### src/rtl/serial_shift_tx.sv
// Serial frame transmitter: START(0), WIDTH data bits LSB first, optional even parity, STOP(1).
// The optional parity bit is compiled in by defining SERIAL_SHIFT_TX_PARITY_EN.
module serial_shift_tx #(
  parameter int unsigned WIDTH      = 8,
  parameter int unsigned BIT_CYCLES = 1
) (
  input  logic             CLK,
  input  logic             RST,
  input  logic [WIDTH-1:0] DATA_IN,
  input  logic             LOAD_VALID,
  output logic             LOAD_READY,
  output logic             SER_OUT,
  output logic             BUSY,
  output logic             DONE
);

  localparam int unsigned          BitCntW   = $clog2(WIDTH) + 1;
  localparam logic [7:0]           CycReload = 8'(BIT_CYCLES - 1);
  localparam logic [BitCntW-1:0]   LastBit   = BitCntW'(WIDTH - 1);

  typedef enum logic [2:0] {
    StIdle,
    StStart,
    StData,
    StParity,
    StStop
  } state_e;

  state_e             state_q, state_d;
  logic [WIDTH-1:0]   shift_q, shift_d;
  logic [BitCntW-1:0] bit_cnt_q, bit_cnt_d;
  logic [7:0]         cyc_cnt_q, cyc_cnt_d;
  logic               ser_out_q, ser_out_d;
  logic               busy_q, busy_d;
  logic               done_q, done_d;
  logic               ready_q, ready_d;

`ifdef SERIAL_SHIFT_TX_PARITY_EN
  logic parity_q, parity_d;
`endif

  always_comb begin
    state_d   = state_q;
    shift_d   = shift_q;
    bit_cnt_d = bit_cnt_q;
    cyc_cnt_d = cyc_cnt_q;
    ser_out_d = ser_out_q;
`ifdef SERIAL_SHIFT_TX_PARITY_EN
    parity_d  = parity_q;
`endif

    unique case (state_q)
      StIdle: begin
        ser_out_d = 1'b1;
        if (LOAD_VALID) begin
          state_d   = StStart;
          shift_d   = DATA_IN;
          cyc_cnt_d = CycReload;
          ser_out_d = 1'b0;
`ifdef SERIAL_SHIFT_TX_PARITY_EN
          parity_d  = ^DATA_IN;
`endif
        end
      end
      StStart: begin
        if (cyc_cnt_q == 8'd0) begin
          state_d   = StData;
          cyc_cnt_d = CycReload;
          bit_cnt_d = '0;
          ser_out_d = shift_q[0];
        end else begin
          cyc_cnt_d = cyc_cnt_q - 8'd1;
        end
      end
      StData: begin
        if (cyc_cnt_q == 8'd0) begin
          cyc_cnt_d = CycReload;
          if (bit_cnt_q == LastBit) begin
`ifdef SERIAL_SHIFT_TX_PARITY_EN
            state_d   = StParity;
            ser_out_d = parity_q;
`else
            state_d   = StStop;
            ser_out_d = 1'b1;
`endif
          end else begin
            // Bit 0 of the shift register always holds the bit on the line.
            bit_cnt_d = bit_cnt_q + 1'b1;
            shift_d   = shift_q >> 1;
            ser_out_d = shift_q[1];
          end
        end else begin
          cyc_cnt_d = cyc_cnt_q - 8'd1;
        end
      end
`ifdef SERIAL_SHIFT_TX_PARITY_EN
      StParity: begin
        if (cyc_cnt_q == 8'd0) begin
          state_d   = StStop;
          cyc_cnt_d = CycReload;
          ser_out_d = 1'b1;
        end else begin
          cyc_cnt_d = cyc_cnt_q - 8'd1;
        end
      end
`endif
      StStop: begin
        ser_out_d = 1'b1;
        if (cyc_cnt_q == 8'd0) begin
          state_d = StIdle;
        end else begin
          cyc_cnt_d = cyc_cnt_q - 8'd1;
        end
      end
      default: begin
        state_d   = StIdle;
        ser_out_d = 1'b1;
      end
    endcase

    // Status flags describe the cycle about to start, so they are registered with the state.
    busy_d  = (state_d != StIdle);
    ready_d = (state_d == StIdle);
    done_d  = (state_d == StStop) && (cyc_cnt_d == 8'd0);
  end

  always_ff @(posedge CLK) begin
    if (RST) begin
      state_q   <= StIdle;
      shift_q   <= '0;
      bit_cnt_q <= '0;
      cyc_cnt_q <= '0;
      ser_out_q <= 1'b1;
      busy_q    <= 1'b0;
      done_q    <= 1'b0;
      ready_q   <= 1'b1;
    end else begin
      state_q   <= state_d;
      shift_q   <= shift_d;
      bit_cnt_q <= bit_cnt_d;
      cyc_cnt_q <= cyc_cnt_d;
      ser_out_q <= ser_out_d;
      busy_q    <= busy_d;
      done_q    <= done_d;
      ready_q   <= ready_d;
    end
  end

`ifdef SERIAL_SHIFT_TX_PARITY_EN
  always_ff @(posedge CLK) begin
    if (RST) begin
      parity_q <= 1'b0;
    end else begin
      parity_q <= parity_d;
    end
  end
`endif

  assign LOAD_READY = ready_q;
  assign SER_OUT    = ser_out_q;
  assign BUSY       = busy_q;
  assign DONE       = done_q;

endmodule

### config.mk
export PLATFORM = sky130hd
export DESIGN_NAME = serial_shift_tx
export DESIGN_NICKNAME = d
export VERILOG_FILES = /design/src/rtl/serial_shift_tx.sv
export SDC_FILE = /design/constraint.sdc
export NUM_CORES = 1
export LEC_CHECK = 0
export ABC_CLOCK_PERIOD_IN_PS = 4600
export CAP_MARGIN = 30
export CORE_ASPECT_RATIO = 1.2
export CORE_UTILIZATION = 30
export CTS_BUF_LIST = sky130_fd_sc_hd__clkbuf_4 sky130_fd_sc_hd__clkbuf_8
export DETAILED_ROUTE_END_ITERATION = 16
export DONT_BUFFER_PORTS = 1
export SLEW_MARGIN = 20
export SYNTH_ARGS = -nofsm -noshare
export SYNTH_HDL_FRONTEND = slang
export SYNTH_SLANG_ARGS = --single-unit
### constraint.sdc
create_clock -name CLK -period 4.6 [get_ports CLK]
set_clock_uncertainty 0.15 [all_clocks]
set_input_delay 0.69 -clock CLK [delete_from_list [all_inputs] [get_ports CLK]]
set_output_delay 0.69 -clock CLK [all_outputs]
set_load 0.02 [all_outputs]
# After elaboration in Yosys (flattened, before gate mapping)
# Cells that the tools add are included.
# Widths: inputs -> output; s select.
[word_totals]
reg_bits = 27
inputBits = 11
elab_cells = 54
[op_classes]
eq_ne = 9
mux = 23
add_sub_neg = 2
reduce_logical = 12
[ops]
columns = ["cell", "n"]
rows = [
  ["$mux 8", 6],
  ["$pmux 8 s3", 1],
  ["$logic_not 8->1", 2],
  ["$pmux 8 s2", 1],
  ["$mux 3", 5],
  ["$mux 4", 3],
  ["$pmux 3 s4", 1],
  ["$ne 2x2->1 const B", 4],
  ["$pmux 4 s2", 1],
  ["$reduce_and 4->1", 2],
  ["$sub 8x1->8 const B", 1],
  ["$eq 3x3->1 const B", 2],
  ["$logic_not 3->1", 2],
  ["$add 4x1->4 const B", 1],
  ["$eq 4x3->1 const B", 1],
  ["$mux 1", 4],
  ["$reduce_bool 2->1", 2],
  ["$eq 3x1->1 const B", 1],
  ["$eq 3x2->1 const B", 1],
  ["$pmux 1 s3", 1],
  ["$reduce_bool 3->1", 1],
  ["$reduce_and 2->1", 1],
  ["$reduce_or 2->1", 1],
  ["$logic_and 1x1->1", 1],
]

# Longest topological paths before layout
# Gate-level depths: netlist (run 1).
[logic_depth]
word_depth = 6
ltp_mapped = 13
ltp_nobuf = 11

# Worst setup path after synthesis (run 1)
# No wires, ideal clock.
[synth_path]
path_type = "register -> register"
startpoint = "register cyc_cnt_q[0]"
endpoint = "register done_q (netlist: DONE)"
setup_slack_ns = 2.177
path_stages_with_launch = 14
arrival_time_ns = 2.153
period_less_slack_ns = 2.423
setup_ns = 0.120
path_cell_list = "dfxtp_1 -> inv_1 -> ha_1 -> nor2b_1 -> and3b_1 -> buf_6 -> inv_4 -> buf_2 -> ha_1 -> nand2b_1 -> o311a_1 -> a221o_1 -> nand4_1 -> nor4_2"
[synth_between]
elab_chain_len = 5
elab_cells_between_ends = 13
[synth_lines]
columns = ["item", "line_no", "text"]
rows = [
  ["start, declared", "32", "logic [7:0] cyc_cnt_q, cyc_cnt_d;"],
  ["start signal, assigned", "141", "cyc_cnt_q <= cyc_cnt_d;"],
  ["$sub 8x1->8 / $logic_not 8->1 (equally long branches)", "n/a", ""],
  ["$mux 8, or another cell as far along", "109", "if (cyc_cnt_q == 8'd0) begin"],
  ["$pmux 8 s3 / $pmux 3 s4 (equally long branches)", "52", "unique case (state_q)"],
  ["$logic_not 8->1 / $eq 3x3->1 (equally long branches)", "124", "done_d = (state_d == StStop) && (cyc_cnt_d == 8'd0);"],
  ["$logic_and 1x1->1 *", "124", ""],
  ["end signal, assigned", "144", "done_q <= done_d;"],
  ["end, declared", "35", "logic done_q, done_d;"],
]
# Every way passes the cells marked *; elsewhere a longest branch is shown, timed or not.
# A chain may end at the register's enable or synchronous reset.

# Worst setup path in the final report (run 1)
# Same ends and word-level chain as after synthesis.

==> results of run 1 <==
==> metal layers <==
layer | vias to the layer above | wire (um) | track usage (%)
met5 | - | 0 | 0
met1 | 597 | 1450 | 16.6
met4 | 0 | 85 | 6.38
met3 | 9 | 181 | 2.13
met2 | 39 | 1630 | 23.7
li1 | 665 | - | -
==> through the flow <==
step                total power (uW)  hold slack (ps)  worst slack [ps]
finish                          1260              317              1940
global route                    1380              307              1660
CTS                             1260              316              1760
detailed placement              1120              323              1770
global placement                1120              316              1810
floorplan                       1040              296              2180
==> worst min-delay path by stage <==
stage	from	endpoint	slack, ps	cells after the start
6_report	RST	cyc_cnt_q[7]	320	1
5_1_grt	RST	cyc_cnt_q[4]	310	1
4_1_cts	RST	cyc_cnt_q[6]	320	1
3_5_place_dp	shift_q[7]	shift_q[7]	320	2
3_3_place_gp	shift_q[7]	shift_q[7]	320	2
2_1_floorplan	shift_q[7]	shift_q[7]	300	2
==> cell usage in the layout (no fill, tap or decap), drive strengths merged, types with 3 or more instances in the layout <==
cell    Yosys  final
dfxtp      27     27
nor2       23     23
a21oi      14     14
nand2      10     10
a211oi      9      9
mux2i       8      8
o21ai       8      8
nor3        8      8
nand2b      5      5
inv         5      5
nand3       4      4
ha          4      4
nor4        4      4
nor2b       3      3
o21a        3      3
clkbuf      5      3
or2         3      3
==> sequential cells by signal, indices dropped and copies added, names as in the netlist <==
signal	cells
SER_OUT	1
cyc_cnt_q	8
bit_cnt_q	4
shift_q	8
state_q	3
BUSY	1
LOAD_READY	1
DONE	1
==> worst max-delay path, cell delays in order (launching register included) <==
cell and delay [ps]:
dfxtp_1 330, inv_1 160, ha_1 210, nor2b_1 170
and3b_1 400, inv_4 140, ha_1 290, nand2b_1 140
o311a_1 120, a221o_1 290, nand4_1 120, nor4_2 50
==> logic make-up after synthesis <==
logic type / synth area share, %
AND/OR/NAND/NOR: 27.9
AO/OA/AOI/OAI: 22.0
flip-flops: 34.9
buffers and inverters: 5.49
multiplexers: 5.17
adder cells (fa/ha/maj): 3.96
XOR/XNOR: 0.566
==> layout make-up <==
class / count / area (um2) / share of cell area, %
clock buffer: 3 / 41.3 / 2.56
clock inverter: 1 / 5.00 / 0.310
inverter: 5 / 21.3 / 1.32
multi-input combinational: 140 / 923 / 57.2
sequential: 27 / 541 / 33.5
tap: 60 / 75.1 / 4.65
timing repair buffer: 1 / 7.51 / 0.465
==> where the power goes <==
part / leakage [uW] / switching, uW / internal [uW]
Sequential: 0.000221 / 88.3 / 301
Combinational: 0.000321 / 451 / 280
Clock: 0.0000255 / 77.0 / 60.8
==> results.md, run 1 <==
* Drt first pass iters at 4
* Clock sink count at 27
* # port buffers at 0
* Root Buffer Master: clkbuf_8
* Post-detail-place hpwl at 2.48 mm
* Ys Warns at 0
* Crit path launch: cyc_cnt_q[0]
* GR Overflow Total at 0
* List of most frequent post-synthesis cells: dfxtp_1, nor2_1, a21oi_1, nand2_1, a211oi_1
* Number of synthesized register bits at 27
* Synthesized area per cell at 8.37 um2
* FFs w/ async S/R, synth at 0%
* Status: completed
* RSZ-0062 raised after global routing: false
* Vias in the first global route at 1274
* Post-placement cell count at 232
* Post_cts resized at 0
* Worst R2R Path Depth at 11
* Clk Latency, worst-skew pair at 270 ps
* Final instance area at 1610 um2
* Final core occ at 32.7%
* CORE AREA at 4940 um2
* Worst-path fanout max at 13
* Row count at 28
* HP Class: in -> reg
* RR Startpoint: cyc_cnt_q[0]
* Minimum clock period at 2660 ps
* Global placement routability congestion at 0.801
* Setup violators final at 0
* Boundary pin count at 15
* Final nets at 193
* Final wirelength at 3.34 mm
* CTS buffer count at 3
* Die Y-Extent at 80.7 um
* DR iter-0 viols at 44
* Top-count cell post-synth: dfxtp_1
* Rel. slew slack at 45.2%
* Max Cap Violations at 0
* Via count at 1310
* Clk slew on worst S/H paths at 100 ps
* Nets in the synthesized netlist at 200
* Area share of the largest cell type after synthesis at 34.9%
* Post-synth EDFFs at 0
* Setup_tns at 0 ps
* Htree depth at 1
* Die area at 5460 um2
* Worst Path Arrival at 2670 ps
* Antenna Cells at 0
* Ys flop type: dfxtp_1
* Fraction of layout cells with a size suffix above 1 at 7.91%
* Register-to-register setup slack at 1940 ps
* CTS hold repair buffers at 0
* Mapped Cells at 185
* Die width at 67.6 um
* Max IR drop VDD at 400 uV
* Kind of critical path: reg -> reg
* GRT Util Overall at 13.9%
* TritonCTS clock tree: done
* First-pass GRT wire length at 5.69 mm
* Final Hold Viols at 0
* Layout fillers at 514
* Pwr/cell area at 779 nW/um2
* Clock Path Buffers at 2
* Cell Area, Synth at 1550 um2
* Non-Filler Instances at 237
* Initial Util at 31.4%
* DRC Markers at 0
* DP Area at 1560 um2
* Routed Antenna Nets at 0
* Post-synthesis sequential area ratio at 34.9%
* Measured slew at the worst slew-check pin at 818 ps
* Synth unique cells at 57
* Layout Area Growth over Synthesis at 4.20%
* Postcts setup bufs at 0
* Area leader, netlist: dfxtp_1
* R2R Path End: DONE
* Crit. End Element: flip-flop
* Synth top area cells: dfxtp_1, nor2_1, mux2i_1
* Largest net degree at the start of global routing at 27
* WP data required at 4620 ps
* Initial antenna violation count at 0
* Tcrit/Tclk final at 57.7%
* Routed vias/inst at 5.53
* Startpoint types: flip-flop
* Max frequency at 0.377 GHz
* Lkg Pwr at 0.000568 uW
* Drt wl/cell at 14.1 um
* Final slew viol count at 0
* CP endpoint: DONE
Power figures use the tool's default switching activity.
==> inputs of run 2 (changes only) <==
--- a/config.mk
+++ b/config.mk
@@ -5,7 +5,7 @@
 export SDC_FILE = /design/constraint.sdc
 export NUM_CORES = 1
 export LEC_CHECK = 0
-export ABC_CLOCK_PERIOD_IN_PS = 4600
+export ABC_CLOCK_PERIOD_IN_PS = 2200
 export CAP_MARGIN = 30
 export CORE_ASPECT_RATIO = 1.2
 export CORE_UTILIZATION = 30
==> constraint.sdc (replaced) <==
create_clock -name CLK -period 2.2 [get_ports CLK]
set_clock_uncertainty 0.15 [all_clocks]
set_input_delay 0.33 -clock CLK [delete_from_list [all_inputs] [get_ports CLK]]
set_output_delay 0.33 -clock CLK [all_outputs]
set_load 0.02 [all_outputs]
==> results.md, run 2 (same netlist as run 1, synthesis figures left out) <==
* CORE AREA at 4940 um2 (unchanged)
* Tcrit/Tclk final at 99.7% (was 57.7%)
* Die Y-Extent at 80.7 um (unchanged)
* Clk slew on worst S/H paths at 90 ps (was 100 ps)
* CTS buffer count at 3 (unchanged)
* Die area at 5460 um2 (unchanged)
* Kind of critical path: reg -> reg (unchanged)
* CP Cell Sequence: nor4_2 > and3b_2 > inv_4 > ha_4 > nand2b_4 > o311a_1 > a221o_1 > nand4_1 > nor4_2 (was inv_1 > ha_1 > nor2b_1 > and3b_1 > inv_4 > ha_1 > nand2b_1 > o311a_1 > a221o_1 > nand4_1 > nor4_2)
* Final nets at 219 (was 193)
* Drt first pass iters at 4 (unchanged)
* Worst-path fanout max at 6 (was 13)
* DP Area at 1790 um2 (was 1560 um2)
* Largest net degree at the start of global routing at 24 (was 27)
* Startpoint types: flip-flop (unchanged)
* Clock sink count at 27 (unchanged)
* Max Cap Violations at 0 (unchanged)
* Crit path top cell by count: nor4_2 (was ha_1)
* Final wirelength at 3.61 mm (was 3.34 mm)
* GR Overflow Total at 0 (unchanged)
* Register-to-register setup slack at 7 ps (was 1940 ps)
* Hold Path Origin: RST (unchanged)
* Pwr/cell area at 1780 nW/um2 (was 779 nW/um2)
* Most frequent cells in the layout: dfxtp_1, buf_4, nor2_1 (was dfxtp_1, nor2_1, a21oi_1)
* CP peak stage delay at 330 ps (was 400 ps)
* Slowest-stage cell, CP: dfxtp_1 (was and3b_1)
* Row count at 28 (unchanged)
* Fraction of layout cells with a size suffix above 1 at 25.6% (was 7.91%)
* Die width at 67.6 um (unchanged)
* Clk Latency, worst-skew pair at 270 ps (about the same)
* Rel. slew slack at 39.3% (was 45.2%)
* Crit path launch: cyc_cnt_q[3] (was cyc_cnt_q[0])
* Lkg Pwr at 0.000724 uW (was 0.000568 uW)
* Largest regs: cyc_cnt_q (8), shift_q (8), bit_cnt_q (4) (unchanged)
* Clock Path Buffers at 2 (unchanged)
* Hold Slack at 61.5 ps (was 317 ps)
* TritonCTS clock tree: done (unchanged)
* RSZ-0062 raised after global routing: true (was false)
* Post-detail-place hpwl at 2.68 mm (was 2.48 mm)
* Boundary pin count at 15 (unchanged)
* Layout fillers at 517 (was 514)
* RR Startpoint: cyc_cnt_q[3] (was cyc_cnt_q[0])
* Drt wl/cell at 13.7 um (was 14.1 um)
* # port buffers at 0 (unchanged)
* Routed vias/inst at 5.27 (was 5.53)
* Initial Util at 31.4% (unchanged)
* Antenna Cells at 0 (unchanged)
* Layout Area Growth over Synthesis at 21.9% (was 4.20%)
* Final instance area at 1890 um2 (was 1610 um2)
* Max IR drop VDD at 651 uV (was 400 uV)
* Measured slew at the worst slew-check pin at 908 ps (was 818 ps)
* DR iter-0 viols at 93 (was 44)
* HP Class: in -> reg (unchanged)
* Minimum clock period at 2190 ps (was 2660 ps)
* Root Buffer Master: clkbuf_8 (unchanged)
* Htree depth at 1 (unchanged)
* Final Hold Viols at 0 (unchanged)
* Initial antenna violation count at 0 (unchanged)
* Worst Path Arrival at 2210 ps (was 2670 ps)
* Routed Antenna Nets at 0 (unchanged)
* Setup violators final at 0 (unchanged)
* First-pass GRT wire length at 6.08 mm (was 5.69 mm)
* Status: completed (unchanged)
* WP data required at 2220 ps (was 4620 ps)
* Vias in the first global route at 1324 (was 1274)
* Global placement routability congestion at 0.861 (was 0.801)
* Crit. End Element: flip-flop (unchanged)
* GRT Util Overall at 14.5% (was 13.9%)
* Max frequency at 0.456 GHz (was 0.377 GHz)
* DRC Markers at 0 (unchanged)
* Final slew viol count at 0 (unchanged)
* Via count at 1387 (was 1310)
[run 2: cell count changes in the layout (fill, tap and decap cells not counted), sizes merged]
cell and change:
clkbuf +1, buf +24, dlygate4sd3 +2, clkinv -1
[run 2: layout make-up]
type	instances	area, um2	share of cell area (%)
clock buffers	4	48.8	2.58
inverters	5	26.3	1.39
multi-input cells	140	982	52.0
flip-flops and latches	27	544	28.8
well taps	60	75.1	3.98
repair buffers	27	211	11.2
[run 2: power breakdown]
group / total (uW) / leakage [uW] / switching [uW] / internal (uW)
logic: 2300 / 0.000475 / 1210 / 1090
registers: 776 / 0.000222 / 140 / 636
clock network: 293 / 0.0000262 / 151 / 142
[run 2: path summary, 6_finish.rpt]
path                endpoint  cells after the start
hold reg to reg   shift_q[7]                      2
setup / recovery        DONE                      9
hold / removal    state_q[0]                      2
setup reg to reg        DONE                      9
[run 2: routing by layer]
| layer | share of wire (%) | wire length [um] | vias up | track usage [%] |
|---|---|---|---|---|
| met2 | 51 | 1830 | 20 | 25.0 |
| met5 | 0 | 0 | - | 0 |
| met4 | 1.1 | 39 | 0 | 2.98 |
| met3 | 3.1 | 113 | 7 | 3.69 |
| li1 | - | - | 719 | - |
| met1 | 45 | 1630 | 641 | 17.9 |
[run 2: timing repair]
| item | in CTS | in global routing |
|---|---|---|
| hold buffers | 2 | 0 |
| pin swaps | 0 | 1 |
| gates resized for setup | 4 | 4 |
| endpoints found under the setup margin | 2 | 5 |
| buffers inserted | 1 | 0 |
| gates cloned | 0 | 0 |
| hold endpoints to repair | 23 | 0 |
[run 2: critical path: cells and delay by family (launching register included)]
kind	cells	cell delay (ps)
simple gates	5	940
buf+inv	1	80
fa+ha+maj	1	210
compound gates	2	380
flops	1	330
[run 2: stage by stage]
step           cells  setup TNS (ps)  power (uW)  setup slack [ps]  utilization [%]
2_1_floorplan    185           -33.1        2330             -33.1                -
3_3_place_gp     256           -6.55        2990             -6.55             36.1
3_5_place_dp     256           -52.6        3000             -52.6             36.1
4_1_cts          263               0        3370              2.30             38.0
5_1_grt          263           -89.3        3650             -89.3             38.2
6_report         263               0        3370              7.02             38.2
==> inputs of run 3 (changes only) <==
--- a/config.mk
+++ b/config.mk
@@ -12,6 +12,7 @@
 export CTS_BUF_LIST = sky130_fd_sc_hd__clkbuf_4 sky130_fd_sc_hd__clkbuf_8
 export DETAILED_ROUTE_END_ITERATION = 16
 export DONT_BUFFER_PORTS = 1
+export PLACE_DENSITY = 0.47
 export SLEW_MARGIN = 20
 export SYNTH_ARGS = -nofsm -noshare
 export SYNTH_HDL_FRONTEND = slang
==> results.md, run 3 (same netlist as run 1, synthesis figures left out) <==
* Non-Filler Instances at 264 (was 263)
* Largest net degree at the start of global routing at 24 (unchanged)
* Clk slew on worst S/H paths at 100 ps (was 90 ps)
* Crit path top cell by count: inv_4 (was nor4_2)
* Final Hold Viols at 0 (unchanged)
* Routed vias/inst at 5.53 (was 5.27)
* Crit path launch: cyc_cnt_q[0] (was cyc_cnt_q[3])
* DRC Markers at 0 (unchanged)
* Register-to-register setup slack at 4 ps (was 7 ps)
* Htree depth at 1 (unchanged)
* CTS buffer count at 3 (unchanged)
* RSZ-0062 raised after global routing: true (unchanged)
* TritonCTS clock tree: done (unchanged)
* Rel. slew slack at 75.2% (was 39.3%)
* CP peak stage delay at 360 ps (was 330 ps)
* Die width at 67.6 um (unchanged)
* First-pass GRT wire length at 6.69 mm (was 6.08 mm)
* Row count at 28 (unchanged)
* Drt wl/cell at 15.6 um (was 13.7 um)
* Minimum clock period at 2200 ps (was 2190 ps)
* Final slew viol count at 0 (unchanged)
* Antenna Cells at 0 (unchanged)
* FF/Latch Area at 546 um2 (was 544 um2)
* RR Startpoint: cyc_cnt_q[0] (was cyc_cnt_q[3])
* GR Overflow Total at 0 (unchanged)
* Vias in the first global route at 1408 (was 1324)
* Final Total Pwr at 3500 uW (was 3370 uW)
* Tcrit/Tclk final at 99.8% (was 99.7%)
* # port buffers at 0 (unchanged)
* Die area at 5460 um2 (unchanged)
* Fraction of layout cells with a size suffix above 1 at 27.5% (was 25.6%)
* Post-placement cell count at 252 (was 256)
* Layout Area Growth over Synthesis at 24.7% (was 21.9%)
* Initial Util at 31.4% (unchanged)
* Crit. End Element: flip-flop (unchanged)
* Lkg Pwr at 0.000731 uW (was 0.000724 uW)
* Via count at 1461 (was 1387)
* Clock sink count at 27 (unchanged)
* Max Cap Violations at 0 (unchanged)
* DR iter-0 viols at 113 (was 93)
* HP Class: in -> reg (unchanged)
* Max IR drop VDD at 817 uV (was 651 uV)
* Largest regs: cyc_cnt_q (8), shift_q (8), bit_cnt_q (4) (unchanged)
* R2R Path End: DONE (unchanged)
* Startpoint types: flip-flop (unchanged)
* Root Buffer Master: clkbuf_8 (unchanged)
* Routed Antenna Nets at 0 (unchanged)
* Boundary pin count at 15 (unchanged)
* Drt first pass iters at 4 (unchanged)
* WP data required at 2260 ps (was 2220 ps)
* Clock Path Buffers at 2 (unchanged)
* CP endpoint: DONE (unchanged)
* Final nets at 220 (was 219)
* GRT Util Overall at 16.3% (was 14.5%)
* Post-detail-place hpwl at 2.89 mm (was 2.68 mm)
* Worst-path fanout max at 5 (was 6)
* Setup violators final at 0 (unchanged)
* Status: completed (unchanged)
* Initial antenna violation count at 0 (unchanged)
* Pwr/cell area at 1810 nW/um2 (was 1780 nW/um2)
* CP Cell Sequence: inv_4 > ha_4 > nor2b_4 > and3b_2 > inv_4 > and4_1 > o221ai_2 > a2111o_1 > nor4_2 (was nor4_2 > and3b_2 > inv_4 > ha_4 > nand2b_4 > o311a_1 > a221o_1 > nand4_1 > nor4_2)
* Global placement routability congestion at 0.858 (was 0.861)
* Final wirelength at 4.12 mm (was 3.61 mm)
* Die Y-Extent at 80.7 um (unchanged)
* Max frequency at 0.455 GHz (was 0.456 GHz)
* Worst R2R Path Depth at 9 (unchanged)
* Footprint of the multi-input gates at 1000 um2 (was 982 um2)
* Worst Path Arrival at 2250 ps (was 2210 ps)
* Kind of critical path: reg -> reg (unchanged)
* Clk Latency, worst-skew pair at 290 ps (was 270 ps)
* CORE AREA at 4940 um2 (unchanged)
* Most frequent cells in the layout: dfxtp_1, nor2_1, buf_4 (was dfxtp_1, buf_4, nor2_1)
* Slowest-stage cell, CP: dfxtp_2 (was dfxtp_1)
* Hold depth at 2 (unchanged)
* Measured slew at the worst slew-check pin at 373 ps (was 908 ps)
* Layout fillers at 484 (was 517)
-- run 3: per-stage QoR --
stage / TNS [ps] / utilization (%) / instance area [um2] / hold slack, ps / worst slack [ps]
floorplan: -33.1 / - / 1600 / 296 / -33.1
global placement: 0 / 35.5 / 1760 / 253 / 12.5
detailed placement: -32.7 / 35.5 / 1760 / 256 / -32.7
CTS: 0 / 37.0 / 1830 / 35.7 / 10.6
global route: -392 / 39.1 / 1930 / 41.7 / -162
finish: 0 / 39.1 / 1930 / 36.2 / 3.73
-- run 3: how the worst min path moves through the flow --
stage	slack (ps)	startpoint	endpoint
3_5_place_dp	260	RST	cyc_cnt_q[7]
4_1_cts	40	RST	state_q[0]
3_3_place_gp	250	RST	bit_cnt_q[3]
2_1_floorplan	300	shift_q[7]	shift_q[7]
6_report	40	RST	state_q[0]
5_1_grt	40	RST	state_q[0]
-- run 3: cell type report --
| type | count | area share (%) |
|---|---|---|
| flip-flops and latches | 27 | 28.2 |
| multi-input cells | 140 | 52.0 |
| inverters | 5 | 1.23 |
| well taps | 60 | 3.89 |
| clock buffers | 3 | 2.14 |
| repair buffers | 28 | 12.1 |
| clock inverters | 1 | 0.389 |
-- run 3: what timing repair did --
action                     in CTS  in global routing
setup buffers                   0                  4
setup endpoints to repair       1                  8
gates cloned                    0                  1
resized for setup               1                 13
hold endpoints to repair       23                  0
hold buffers                    2                  0
pin swaps                       1                 10
-- run 3: metal layers --
layer	wire length (um)	vias to the layer above	global-route usage, %
met3	132	5	2.84
met5	0	-	0
met4	52	0	5.96
met2	2140	25	27.8
li1	-	721	-
met1	1790	710	20.1
-- run 3: where the power goes --
group | internal [uW] | leakage, uW | total (uW) | switching (uW)
registers | 638 | 0.000223 | 799 | 161
logic | 1140 | 0.000486 | 2390 | 1250
clock network | 129 | 0.0000217 | 307 | 178
-- run 3: critical path, delay by kind of cell (launching register included) --
family	cells	cell delay (ps)
buffers and inverters	2	160
AOI/OAI and AO/OA	2	430
adders and majority gates	1	150
DFF	1	360
and+or+nand+nor	4	870
